File: src/rtl/mcm_const_divider.sv
// rtl/mcm_const_divider.sv - restoring shift-subtract divider by three fixed constants in parallel
module mcm_const_divider #(
  parameter int unsigned WIDTH = 32,
  parameter int unsigned D0    = 9,
  parameter int unsigned D1    = 23,
  parameter int unsigned D2    = 81
) (
  input  logic             clk,
  input  logic             rst_n,
  input  logic             in_valid,
  output logic             in_ready,
  input  logic [WIDTH-1:0] x,
  output logic             out_valid,
  input  logic             out_ready,
  output logic [WIDTH-1:0] q0,
  output logic [WIDTH-1:0] r0,
  output logic [WIDTH-1:0] q1,
  output logic [WIDTH-1:0] r1,
  output logic [WIDTH-1:0] q2,
  output logic [WIDTH-1:0] r2
);

  if (D0 == 0 || D1 == 0 || D2 == 0) begin : g_zero_divisor
    $error("mcm_const_divider: divisors must be nonzero");
  end
  if (64'(D0) >= (64'd1 << WIDTH) || 64'(D1) >= (64'd1 << WIDTH) ||
      64'(D2) >= (64'd1 << WIDTH)) begin : g_wide_divisor
    $error("mcm_const_divider: divisors must be below 2**WIDTH");
  end
  if (WIDTH < 2) begin : g_narrow
    $error("mcm_const_divider: WIDTH must be at least 2");
  end

  localparam int unsigned CW = $clog2(WIDTH);
  localparam logic [WIDTH+1:0] DV [3] = '{(WIDTH+2)'(D0), (WIDTH+2)'(D1), (WIDTH+2)'(D2)};

  typedef enum logic [1:0] {IDLE, BUSY, DONE} state_t;

  state_t           state, state_nxt;
  logic [WIDTH-1:0] shift;
  logic [CW-1:0]    cnt;
  logic [WIDTH:0]   rem     [3];
  logic [WIDTH-1:0] quo     [3];
  logic [WIDTH+1:0] trial   [3];
  logic [WIDTH:0]   rem_nxt [3];
  logic [2:0]       qbit;

  // One restoring step per divisor; rem < Dk keeps t - Dk within the remainder width.
  always_comb begin
    for (int k = 0; k < 3; k++) begin
      trial[k]   = {rem[k], shift[WIDTH-1]};
      qbit[k]    = (trial[k] >= DV[k]);
      rem_nxt[k] = qbit[k] ? (WIDTH+1)'(trial[k] - DV[k]) : (WIDTH+1)'(trial[k]);
    end
  end

  always_comb begin
    state_nxt = state;
    case (state)
      IDLE:    if (in_valid)      state_nxt = BUSY;
      BUSY:    if (cnt == '0)     state_nxt = DONE;
      DONE:    if (out_ready)     state_nxt = IDLE;
      default:                    state_nxt = IDLE;
    endcase
  end

  assign in_ready  = (state == IDLE);
  assign out_valid = (state == DONE);

  always_ff @(posedge clk or negedge rst_n) begin
    if (!rst_n) begin
      state <= IDLE;
      shift <= '0;
      cnt   <= '0;
      for (int k = 0; k < 3; k++) begin
        rem[k] <= '0;
        quo[k] <= '0;
      end
    end else begin
      state <= state_nxt;
      if (state == IDLE && in_valid) begin
        shift <= x;
        cnt   <= CW'(WIDTH - 1);
        for (int k = 0; k < 3; k++) begin
          rem[k] <= '0;
          quo[k] <= '0;
        end
      end else if (state == BUSY) begin
        shift <= shift << 1;
        cnt   <= cnt - 1'b1;
        for (int k = 0; k < 3; k++) begin
          rem[k] <= rem_nxt[k];
          quo[k] <= {quo[k][WIDTH-2:0], qbit[k]};
        end
      end
    end
  end

  assign q0 = quo[0];
  assign q1 = quo[1];
  assign q2 = quo[2];
  assign r0 = rem[0][WIDTH-1:0];
  assign r1 = rem[1][WIDTH-1:0];
  assign r2 = rem[2][WIDTH-1:0];

endmodule

File: config.mk
export PLATFORM = sky130hd
export DESIGN_NAME = mcm_const_divider
export DESIGN_NICKNAME = d
export VERILOG_FILES = /design/src/rtl/mcm_const_divider.sv
export SDC_FILE = /design/constraint.sdc
export NUM_CORES = 1
export LEC_CHECK = 0
export CAP_MARGIN = 25
export CORE_UTILIZATION = 52
export DETAILED_ROUTE_END_ITERATION = 7
export HOLD_SLACK_MARGIN = 0.02
export PLACE_DENSITY = 0.92
export SETUP_SLACK_MARGIN = 0.2
export SYNTH_ARGS = -nofsm -noshare
export SYNTH_HDL_FRONTEND = slang
export SYNTH_SLANG_ARGS = --single-unit
File: constraint.sdc
create_clock -name clk -period 3.1 [get_ports clk]
set_clock_uncertainty 0.15 [all_clocks]
set_input_delay 0.465 -clock clk [delete_from_list [all_inputs] [get_ports clk]]
set_output_delay 0.465 -clock clk [all_outputs]
set_load 0.01 [all_outputs]
# Word-level counts from Yosys, hierarchy flattened

Cells that the tools add are included.

Register bits after elaboration: 234
Output and inout bits: 194
Logic and storage cells: 41
Input port bits: 36

Add/sub/neg operators: 4
Mux-type cells: 15
Reduce and logical (&&, ||, !) cells: 5
Order comparisons: 3
Eq/ne operators: 5

Operators by type and width:

| kind                  | count |
|---|---|
| $mux 99               | 2 |
| $mux 96               | 2 |
| $mux 33               | 3 |
| $mux 32               | 2 |
| $ge 34x4->1 const B   | 1 |
| $ge 34x5->1 const B   | 1 |
| $ge 34x7->1 const B   | 1 |
| $sub 33x4->33 const B | 1 |
| $sub 33x5->33 const B | 1 |
| $sub 33x7->33 const B | 1 |
| $mux 5                | 2 |
| $mux 2                | 3 |
| $pmux 2 s3            | 1 |
| $logic_not 5->1       | 1 |
| $sub 5x1->5 const B   | 1 |
| $ne 2x2->1 const B    | 2 |
| $reduce_and 3->1      | 1 |
| $eq 2x1->1 const B    | 1 |
| $eq 2x2->1 const B    | 1 |
| $logic_not 2->1       | 1 |
| $ne 2x1->1 const B    | 1 |
| $reduce_bool 2->1     | 1 |
| $logic_and 1x1->1     | 1 |

# Longest topological paths before layout

Gate-level depths: netlist (run 1).

Depth in word-level cells: 4
Depth in mapped cells: 10
Depth with buffers taken out: 8

# Least setup slack after synthesis (run 1)

OpenSTA, ideal clock, no wires.

Path kind: reg-to-reg
From: reg shift[31]
To: reg rem, in the netlist r2[4]
Setup time: 0.133 ns
Required time: 2.817 ns
Slack: 0.562 ns
Path buffers: 2
Stages on the path, launching flop included: 11
Arrival time: 2.254 ns
Cell sequence: dfrtp_1 clkbuf_1 inv_1 ha_1 nor3b_1 o21ai_0 nor4_4 buf_4 nor2_1 xnor2_1 o21ai_0

Longest elaborated chain between the ends: 4
Elaborated cells between the ends (all ways): 5
Classes of those cells: 1 x add/sub; 1 x order compare; 3 x mux

RTL lines:

| item                                                | RTL line | text |
|---|---|---|
| start, declared                                     | 40       | `logic [WIDTH-1:0] shift;` |
| start signal, assigned                              | 89       | `shift <= shift << 1;` |
| $sub 33x7->33 / $ge 34x7->1 (equally long branches) | 53, 52   |  |
| $mux 33 (*)                                         | 53       | `rem_nxt[k] = qbit[k] ? (WIDTH+1)'(trial[k] - DV[k]) : (WIDTH+1)'(trial[k]);` |
| $mux 99 (*)                                         | 88       | `end else if (state == BUSY) begin` |
| $mux 99 (*)                                         | 81       | `if (state == IDLE && in_valid) begin` |
| end signal, assigned by index                       | 92       | `rem[k] <= rem_nxt[k];` |
| end, declared                                       | 42       | `logic [WIDTH:0] rem [3];` |

Mark *: on every way between the ends. The rest lies on a longest branch, timed or not. The select of a mux whose other input is x is not followed.
A chain may end at the register's enable or synchronous reset.

# Worst setup path in the final report (run 1)

From: reg rem, in the netlist r1[5]
To: reg rem, in the netlist r1[31]

Longest elaborated chain between the ends: 4
Elaborated cells between the ends (all ways): 5
Classes of those cells: 1 x add/sub; 1 x order compare; 3 x mux

RTL lines:

| item                                                | RTL line |
|---|---|
| $sub 33x5->33 / $ge 34x5->1 (equally long branches) | 53, 52 |
| $mux 33 (*)                                         | 53 |
| $mux 99 (*)                                         | 88 |
| $mux 99 (*)                                         | 81 |

Marked as above.

==> out/metrics.cfg, run 1 <==
[power]
p_per_area_mw_per_mm2=1090
clock_power_share_pct=21.6
power_frac_seq_pct=36.0
p_comb_share_pct=42.3
p_leak_nw=5.90
p_int_w=0.00984
p_total_w=0.0158
ir_drop_mv=0.420
p_switching_w=0.00594
swShare_pct=37.7

[sta]
relSlewSlack_pct=52.4
period_share_pct=88.6
hold_violations=0
final.setup.worst_slack_ps=352
finalSetupViolCount=0
fin_tns_setup_ps=0
worst_pin_slew_ps=709
rsz0062_at_grt=false
slew_viol_final=0
max_freq_mhz=364
fin_crit_ps=2750

[route]
drt-initial-drc-count=747
wl_per_cell_um=18.6
routed_via_density=5.91
dr.pass1.iters=5
drcViolationCount=0
ant_nets=0
vias=9131
routed_wirelength_um=28800

[synth]
yosysUniqueCellTypes=58
synth_edf_count=0
synthesis.nets=1167
syn_area_mm2=0.0115
syn_inst=1124
synth_seq_cells=234
ys_async_sr_fraction_pct=100
synth.avg_cell_area_um2=10.2
synth_ff_type=dfrtp_1
ys_warn_count=0
yosysSeqAreaShare_pct=50.9

[floorplan]
fp.dieW_um=151
coreArea_mm2=0.0218
dieArea_mm2=0.0227
dieHeight_um=151
start_util_pct=52.9
core.rowCount=54
ioPinCount=230

[critical_path]
worst_r2r_endpoint=r1[31]
crit_family=simple AND/OR/NAND/NOR gates
r2r_setup_slack_ps=350
critical_path.max_fanout=7
critPathSlowestCell=nor4_1
crit_arrival_ps=3000
critPathRequiredTime_ps=3350
start_kind=flop
crit_chain=nor4_1, nand4b_1, nor3b_2, buf_4, nand3_1, o311a_1, a211o_1
critPathCaptureType=flop
timing.critical_path.buf_inv=1
criticalPathCategory=reg -> reg
worst_r2r_path_depth=7
critical-path-max-stage-delay_ps=580
crit-reg2reg-launch=r1[5]

[grt]
antenna_found_initial=0
grt_pass1_wl_um=45900
grt_max_degree=99
grt_pass1_vias=8782
grtUsageTotal_pct=25.1
grt.overflow.total=0

[flow_run]
drv_cap=0

[layout]
multi_input_comb_area_mm2=0.00465
area_delta_synth_final_pct=25.8
n_antenna_cell=0
fin_nets=1290
drive_gt1_share_pct=7.50
area.sequential_mm2=0.00586
fillers=1562
finalNonFillerCells=1546

[placed_design]
dpl.cell_count=1498
port_buffers=229
dp_slack_ps=380
place.gp.congestion=0.845
hpwl_um=18800

[outcome]
status=finished clean

[clock_network]
cts_inserted_buffers=26
clkLatencyLatePin_ps=530
cts_tree=done
cts.sink_count=234
max-clock-path-buffers=3
cts_max_level=1
cts.clk_slew.worst_paths_ps=60
cts_setup_buffers=0
clock-root-buffer=clkbuf_16

[hold_path]
whs_endpoint=shift[20]
min-delay-start=shift[20]
holdPathStages=2
hold_path_class=reg -> reg

## flip-flops by register name, summed over array words and instances (netlist names)
| register | flops |
|---|---|
| q0 | 32 |
| q1 | 32 |
| q2 | 32 |
| r0 | 32 |
| r1 | 32 |
| r2 | 32 |
| shift | 32 |
| cnt | 5 |
| rem | 3 |
| state | 2 |
## per-stage QoR
stage | util [%] | cell area, um2 | hold slack [ps]
2_1_floorplan | - | 11500 | 19.4
3_3_place_gp | 62.0 | 13500 | 313
3_5_place_dp | 62.0 | 13500 | 325
4_1_cts | 66.5 | 14500 | 339
5_1_grt | 66.5 | 14500 | 348
6_report | 66.5 | 14500 | 332
## power groups by stage
stage | clock, W | sequential, W | combinational [W]
4_1_cts | 0.00347 | 0.00566 | 0.00667
3_5_place_dp | 0 | 0.00567 | 0.00660
5_1_grt | 0.00358 | 0.00588 | 0.00724
6_report | 0.00342 | 0.00569 | 0.00668
2_1_floorplan | 0 | 0.00549 | 0.00430
3_3_place_gp | 0 | 0.00558 | 0.00641
## cells by family after synthesis
family / Yosys count / share of synthesized area (%)
flops: 234 / 50.9
simple gates: 313 / 13.9
compound gates: 304 / 18.5
mux: 2 / 0.174
fa+ha+maj: 7 / 0.761
xor+xnor: 91 / 6.93
buf+inv: 173 / 8.87
## cell usage after synthesis (all sizes together), types with 11 or more instances
library cell | n | area (um2)
a21oi | 11 | 55.1
xor2 | 30 | 263
o21ai | 125 | 626
nor2 | 31 | 116
nand3 | 22 | 110
dfrtp | 234 | 5860
buf | 103 | 758
a22oi | 33 | 248
nand2 | 142 | 538
a22o | 100 | 876
or4 | 11 | 90.1
clkbuf | 60 | 225
nor4 | 24 | 180
xnor2 | 61 | 534
nor3 | 24 | 120
## worst max-delay path by stage
stage,start,endpoint,slack (ps),cells past startpoint
after floorplan,shift[31],r2[4],560,10
after global placement,r1[25],r1[29],410,6
after detailed placement,r1[25],r1[29],380,6
after CTS,r1[25],r1[29],330,6
after global routing,shift[31],r2[4],220,9
final,r1[5],r1[31],350,7
## tightest hold or removal path, cell delays in order, from the launching register on
cell	delay, ps
dfrtp_1	340
nand2_1	50
o21ai_0	60
## cell usage in the layout, fill, tap and decap left out, drive strengths merged, types with 7 or more instances in the layout
cell type,n
nor4,24
nor3,24
a22o,100
nand2b,10
clkdlybuf4s50,228
o21ai,125
ha,7
clkbuf,34
a21oi,11
nand4,7
nand3,22
xnor2,61
or4,11
dfrtp,234
nand2,142
a22oi,33
or3,8
inv,13
nor2,31
buf,29
nor2b,8
xor2,30
## layer usage
layer / up-vias / global-route usage (%) / wire length (um)
met5: - / 0 / 0
met4: 0 / 10.3 / 1140
met3: 78 / 4.94 / 2010
met2: 368 / 39.2 / 13700
met1: 4511 / 34.3 / 11900
li1: 4174 / - / -
## final cells by class
cell class              instances  share of cell area (%)
flip-flops and latches        234                    40.5
clock inverters                13                    1.44
clock buffers                  34                    5.26
repair buffers                258                    18.0
well taps                     280                    2.42
inverters                      10                   0.259
multi-input cells             717                    32.2
## repair_timing
item,CTS,global route
resized for setup,0,1
endpoints found under the setup margin,0,7
hold endpoints to repair,77,0
hold buffers,1,0
Note: power is estimated with default switching activity, not from simulation.
==> run 2: changes to the inputs <==
CORE_ASPECT_RATIO = 2   (was not set)
CTS_CLUSTER_DIAMETER = 60   (was not set)
==> out/metrics.cfg, run 2 (same netlist as run 1, synthesis figures left out) <==
[floorplan]
coreArea_mm2=0.0216  ; was 0.0218 mm2
fp.dieW_um=107  ; was 151 um
dieArea_mm2=0.0228  ; was 0.0227 mm2
dieHeight_um=212  ; was 151 um
ioPinCount=230  ; unchanged
start_util_pct=53.3  ; was 52.9%
core.rowCount=76  ; was 54

[route]
drcViolationCount=0  ; unchanged
wl_met2_um=15300  ; was 13,700 um
vias=9166  ; was 9,131
wl_met3_um=1520  ; was 2010 um
routed_wirelength_um=28500  ; was 28,800 um
routed_via_density=5.99  ; was 5.91
wl_per_cell_um=18.6  ; about the same
dr.pass1.iters=5  ; unchanged
drt-initial-drc-count=596  ; was 747
dr.max_layer_used=met4  ; unchanged
ant_nets=0  ; unchanged
wl_met1_um=10500  ; was 11,900 um

[critical_path]
critPathSlowestCell=nor4_1  ; unchanged
crit_chain=nor4_1, and4b_1, nand4_2, nand3_1, o311ai_0, nand3_1  ; was nor4_1, nand4b_1, nor3b_2, buf_4, nand3_1, o311a_1, a211o_1
cpMostUsedCell=nand3_1
worst_r2r_path_depth=6  ; was 7
cp.depth=6  ; was 7
critical-path-max-stage-delay_ps=600  ; was 580 ps
critPathRequiredTime_ps=3390  ; was 3350 ps
crit_family=simple AND/OR/NAND/NOR gates  ; unchanged
crit_arrival_ps=2940  ; was 3000 ps
criticalPathCategory=reg -> reg  ; unchanged
critical_path.max_fanout=14  ; was 7
critPathCaptureType=flop  ; unchanged
start_kind=flop  ; unchanged
timing.critical_path.buf_inv=0  ; was 1

[clock_network]
cts.clk_slew.worst_paths_ps=70  ; was 60 ps
cts_inserted_buffers=21  ; was 26
cts_max_level=1  ; unchanged
max-clock-path-buffers=3  ; unchanged
cts_tree=done  ; unchanged
clock-root-buffer=clkbuf_16  ; unchanged
cts.sink_count=234  ; unchanged
clkLatencyLatePin_ps=500  ; was 530 ps

[layout]
n_antenna_cell=0  ; unchanged
area.sequential_mm2=0.00586  ; unchanged
final_common_cell=dfrtp_1  ; unchanged
design_area_mm2=0.0142  ; was 0.0145 mm2
finalNonFillerCells=1529  ; was 1,546
drive_gt1_share_pct=6.53  ; was 7.50%
fillers=1606  ; was 1,562
area_delta_synth_final_pct=23.3  ; was 25.8%
fin_nets=1285  ; was 1,290
multi_input_comb_area_mm2=0.00465  ; unchanged
most-common-layout-cells=234 x dfrtp_1, 228 x clkdlybuf4s50_1, 140 x nand2_1, 114 x o21ai_0, 100 x a22o_1  ; unchanged

[power]
ir_drop_mv=0.752  ; was 0.420 mV
p_per_area_mw_per_mm2=1060  ; was 1090 mW/mm2
p_leak_nw=5.74  ; was 5.90 nW

[grt]
antenna_found_initial=0  ; unchanged
grt_pass1_vias=9141  ; was 8,782
grt_pass1_wl_um=46100  ; was 45,900 um
grt.overflow.total=0  ; unchanged
grt_max_degree=78  ; was 99
grtUsageTotal_pct=25.2  ; was 25.1%

[sta]
fin_crit_ps=2660  ; was 2750 ps
finalSetupViolCount=0  ; unchanged
rsz0062_at_grt=false  ; unchanged
relSlewSlack_pct=52.7  ; was 52.4%
worst_pin_slew_ps=706  ; was 709 ps
hold_violations=0  ; unchanged
fin_tns_setup_ps=0  ; unchanged
max_freq_mhz=377  ; was 364 MHz
slew_viol_final=0  ; unchanged
period_share_pct=85.7  ; was 88.6%

[placed_design]
port_buffers=229  ; unchanged
dpl.cell_count=1490  ; was 1,498
place.gp.congestion=0.854  ; was 0.845
hpwl_um=19500  ; was 18,800 um
dpl_cell_area_mm2=0.0135  ; about the same

[hold_path]
holdPathStages=2  ; unchanged
hold_path_class=reg -> reg  ; unchanged

[flow_run]
drv_cap=0  ; unchanged

[outcome]
status=finished clean  ; unchanged

run 2: metrics by stage:
step                utilization, %  hold slack, ps  power [W]  setup slack [ps]
floorplan                        -            19.4    0.00979               562
global placement              62.4             313     0.0121               556
detailed placement            62.4             323     0.0123               383
CTS                           65.7             338     0.0150               358
global route                  65.7             355     0.0159               246
finish                        65.7             339     0.0150               445
run 2: path summary, 6_finish.rpt:
path                          from      end  slack (ps)
hold reg to reg            rem[32]  rem[32]         340
setup reg to reg            r1[11]   r1[17]         440
max in group asynchronous    rst_n   r1[10]        1590
min in group asynchronous    rst_n   r2[20]         350
hold / removal             rem[32]  rem[32]         340
setup / recovery            r1[11]   r1[17]         440
run 2: cell type report:
type	count	share of cell area (%)
Tap cell	273	2.41
Clock buffer	27	4.00
Sequential cell	234	41.3
Timing Repair Buffer	258	18.4
Clock inverter	10	0.882
Inverter	10	0.265
Multi-Input combinational cell	717	32.8
run 2: where the power goes:
group / internal [W] / total (W) / switching [W]
sequential: 0.00425 / 0.00574 / 0.00149
combinational: 0.00346 / 0.00663 / 0.00317
clock: 0.00148 / 0.00265 / 0.00117
total: 0.00919 / 0.0150 / 0.00584
run 2: what timing repair did:
action	CTS	global route
hold buffers	1	0
gates resized for setup	0	1
buffers inserted	0	1
setup endpoints to repair	0	13
endpoints found under the hold margin	69	0
run 2: routing by layer:
metal	vias up	GRT usage, %
li1	4154	-
met1	4551	28.6
met2	379	45.5
met3	82	3.53
met4	0	12.8
met5	-	0
run 2: worst register-to-register path, stage by stage (launching register included):
cell and delay, ps:
dfrtp_1 430, nor4_1 610, and4b_1 390, nand4_2 440, nand3_1 260, o311ai_0 190
nand3_1 130
==> run 3: changes to the inputs <==
RECOVER_POWER = 50   (was not set)
==> out/metrics.cfg, run 3 (same netlist as run 1, synthesis figures left out) <==
[outcome]
status=finished, violations left  ; was finished clean
violations=capacitance limit, slew limit

[sta]
relSlewSlack_pct=-25.0  ; was 52.7%
slew_viol_final=70  ; was 0
rsz0062_at_grt=false  ; unchanged
max_freq_mhz=377  ; about the same
fin_tns_setup_ps=0  ; unchanged
fin_crit_ps=2650  ; was 2660 ps
finalSetupViolCount=0  ; unchanged
hold_violations=0  ; unchanged
worst_pin_slew_ps=1870  ; was 706 ps
hold_slack_ps=338  ; was 339 ps
period_share_pct=85.6  ; was 85.7%

[placed_design]
dpl.cell_count=1490  ; unchanged
port_buffers=229  ; unchanged
dpl_cell_area_mm2=0.0135  ; unchanged
place.gp.congestion=0.854  ; unchanged
hpwl_um=19500  ; unchanged

[floorplan]
dieArea_mm2=0.0228  ; unchanged
fp.dieW_um=107  ; unchanged
start_util_pct=53.3  ; unchanged
core.rowCount=76  ; unchanged
dieHeight_um=212  ; unchanged
coreArea_mm2=0.0216  ; unchanged
ioPinCount=230  ; unchanged

[clock_network]
cts.sink_count=234  ; unchanged
cts_max_level=1  ; unchanged
cts_inserted_buffers=21  ; unchanged
cts_tree=done  ; unchanged
max-clock-path-buffers=3  ; unchanged
clock-root-buffer=clkbuf_16  ; unchanged
clkLatencyLatePin_ps=500  ; about the same
cts.clk_slew.worst_paths_ps=70  ; about the same

[power]
p_total_w=0.0149  ; was 0.0150 W
p_leak_nw=5.90  ; was 5.74 nW
p_switching_w=0.00582  ; was 0.00584 W
p_per_area_mw_per_mm2=1050  ; was 1060 mW/mm2
power_frac_seq_pct=38.5  ; was 38.2%
p_int_w=0.00907  ; was 0.00919 W
p_comb_share_pct=43.7  ; was 44.1%
ir_drop_mv=0.752  ; about the same
swShare_pct=39.1  ; was 38.9%
clock_power_share_pct=17.8  ; was 17.7%

[grt]
antenna_found_initial=0  ; unchanged
grt_max_degree=78  ; unchanged
grtUsageTotal_pct=25.2  ; unchanged
grt_pass1_wl_um=46100  ; unchanged
grt.overflow.total=0  ; unchanged
grt_pass1_vias=9141  ; unchanged

[hold_path]
min-delay-start=rem[32]  ; unchanged
hold_path_class=reg -> reg  ; unchanged

[route]
routed_via_density=6.00  ; was 5.99
routed_wirelength_um=28400  ; was 28,500 um
ant_nets=0  ; unchanged
wl_per_cell_um=18.6  ; about the same
drcViolationCount=0  ; unchanged
dr.pass1.iters=7  ; was 5
vias=9171  ; was 9,166
drt-initial-drc-count=549  ; was 596

[critical_path]
crit_start=r1[5]  ; was r1[11]
crit-reg2reg-launch=r1[5]  ; was r1[11]
crit_arrival_ps=2860  ; was 2940 ps
criticalPathCategory=reg -> reg  ; unchanged
critPathCaptureType=flop  ; unchanged
critPathRequiredTime_ps=3300  ; was 3390 ps
critical_path.max_fanout=14  ; unchanged
start_kind=flop  ; unchanged

[layout]
area_delta_synth_final_pct=23.1  ; was 23.3%
fillers=1609  ; was 1,606
fin_nets=1285  ; unchanged
drive_gt1_share_pct=6.37  ; was 6.53%
design_area_mm2=0.0142  ; about the same
final_common_cell=dfrtp_1  ; unchanged
finalNonFillerCells=1529  ; unchanged
most-common-layout-cells=234 x dfrtp_1, 150 x clkdlybuf4s50_1, 140 x nand2_1, 114 x o21ai_0, 100 x a22o_1  ; was 234 x dfrtp_1, 228 x clkdlybuf4s50_1, 140 x nand2_1, 114 x o21ai_0, 100 x a22o_1
n_antenna_cell=0  ; unchanged

[flow_run]
drv_cap=1  ; was 0

## run 3: cell count changes in the layout (fill, tap and decap cells not counted), sizes merged
cell / previous run / this run
clkbuf: 27 / 28
buf: 29 / 28
clkdlybuf4s50: 228 / 150
dlygate4sd3: 1 / 79
## run 3: worst max-delay path, cell delays in order (launching register included)
cell and delay [ps]:
dfrtp_1 460, nor4_1 560, and4b_1 400, nand4_2 430, nand4_1 290, xor2_1 140, o21ai_0 80
## run 3: worst paths after layout
| kind | end | slack (ps) | cells after the start |
|---|---|---|---|
| worst max-delay path | r1[29] | 450 | 6 |
| worst min-delay path | rem[32] | 340 | 2 |
| worst max register to register | r1[29] | 450 | 6 |
| worst min register to register | rem[32] | 340 | 2 |
| max in group asynchronous | r1[30] | 700 | 3 |
| min in group asynchronous | r2[22] | 850 | 2 |
## run 3: metal layers
layer	up-vias	GRT usage, %	share of wire (%)
met2	360	45.5	54
met5	-	0	0
met4	0	12.8	4.1
met1	4585	28.6	37
li1	4151	-	-
met3	75	3.53	5.3
## run 3: metrics by stage
stage | utilization, % | setup WS, ps
2_1_floorplan | - | 562
3_3_place_gp | 62.4 | 556
3_5_place_dp | 62.4 | 383
4_1_cts | 65.7 | 358
5_1_grt | 65.6 | 246
6_report | 65.6 | 446
## run 3: area by class of cell
| class | count | area (um2) | area share [%] |
|---|---|---|---|
| flip-flops and latches | 234 | 5860 | 41.3 |
| multi-input cells | 717 | 4640 | 32.8 |
| repair buffers | 258 | 2590 | 18.3 |
| clock buffers | 27 | 568 | 4.01 |
| well taps | 273 | 342 | 2.41 |
| clock inverters | 10 | 125 | 0.883 |
| inverters | 10 | 37.5 | 0.265 |
## run 3: timing repair
item | CTS | global route
setup endpoints to repair | 0 | 13
buffers inserted | 0 | 1
gates resized for setup | 0 | 1
endpoints found under the hold margin | 69 | 0
hold buffers | 1 | 0
## run 3: power groups by stage
| stage | clock, W | combinational, W | sequential [W] |
|---|---|---|---|
| 6_report | 0.00265 | 0.00651 | 0.00573 |
| 4_1_cts | 0.00270 | 0.00662 | 0.00572 |
| 5_1_grt | 0.00281 | 0.00708 | 0.00589 |
| 2_1_floorplan | 0 | 0.00430 | 0.00549 |
| 3_5_place_dp | 0 | 0.00656 | 0.00576 |
| 3_3_place_gp | 0 | 0.00638 | 0.00568 |
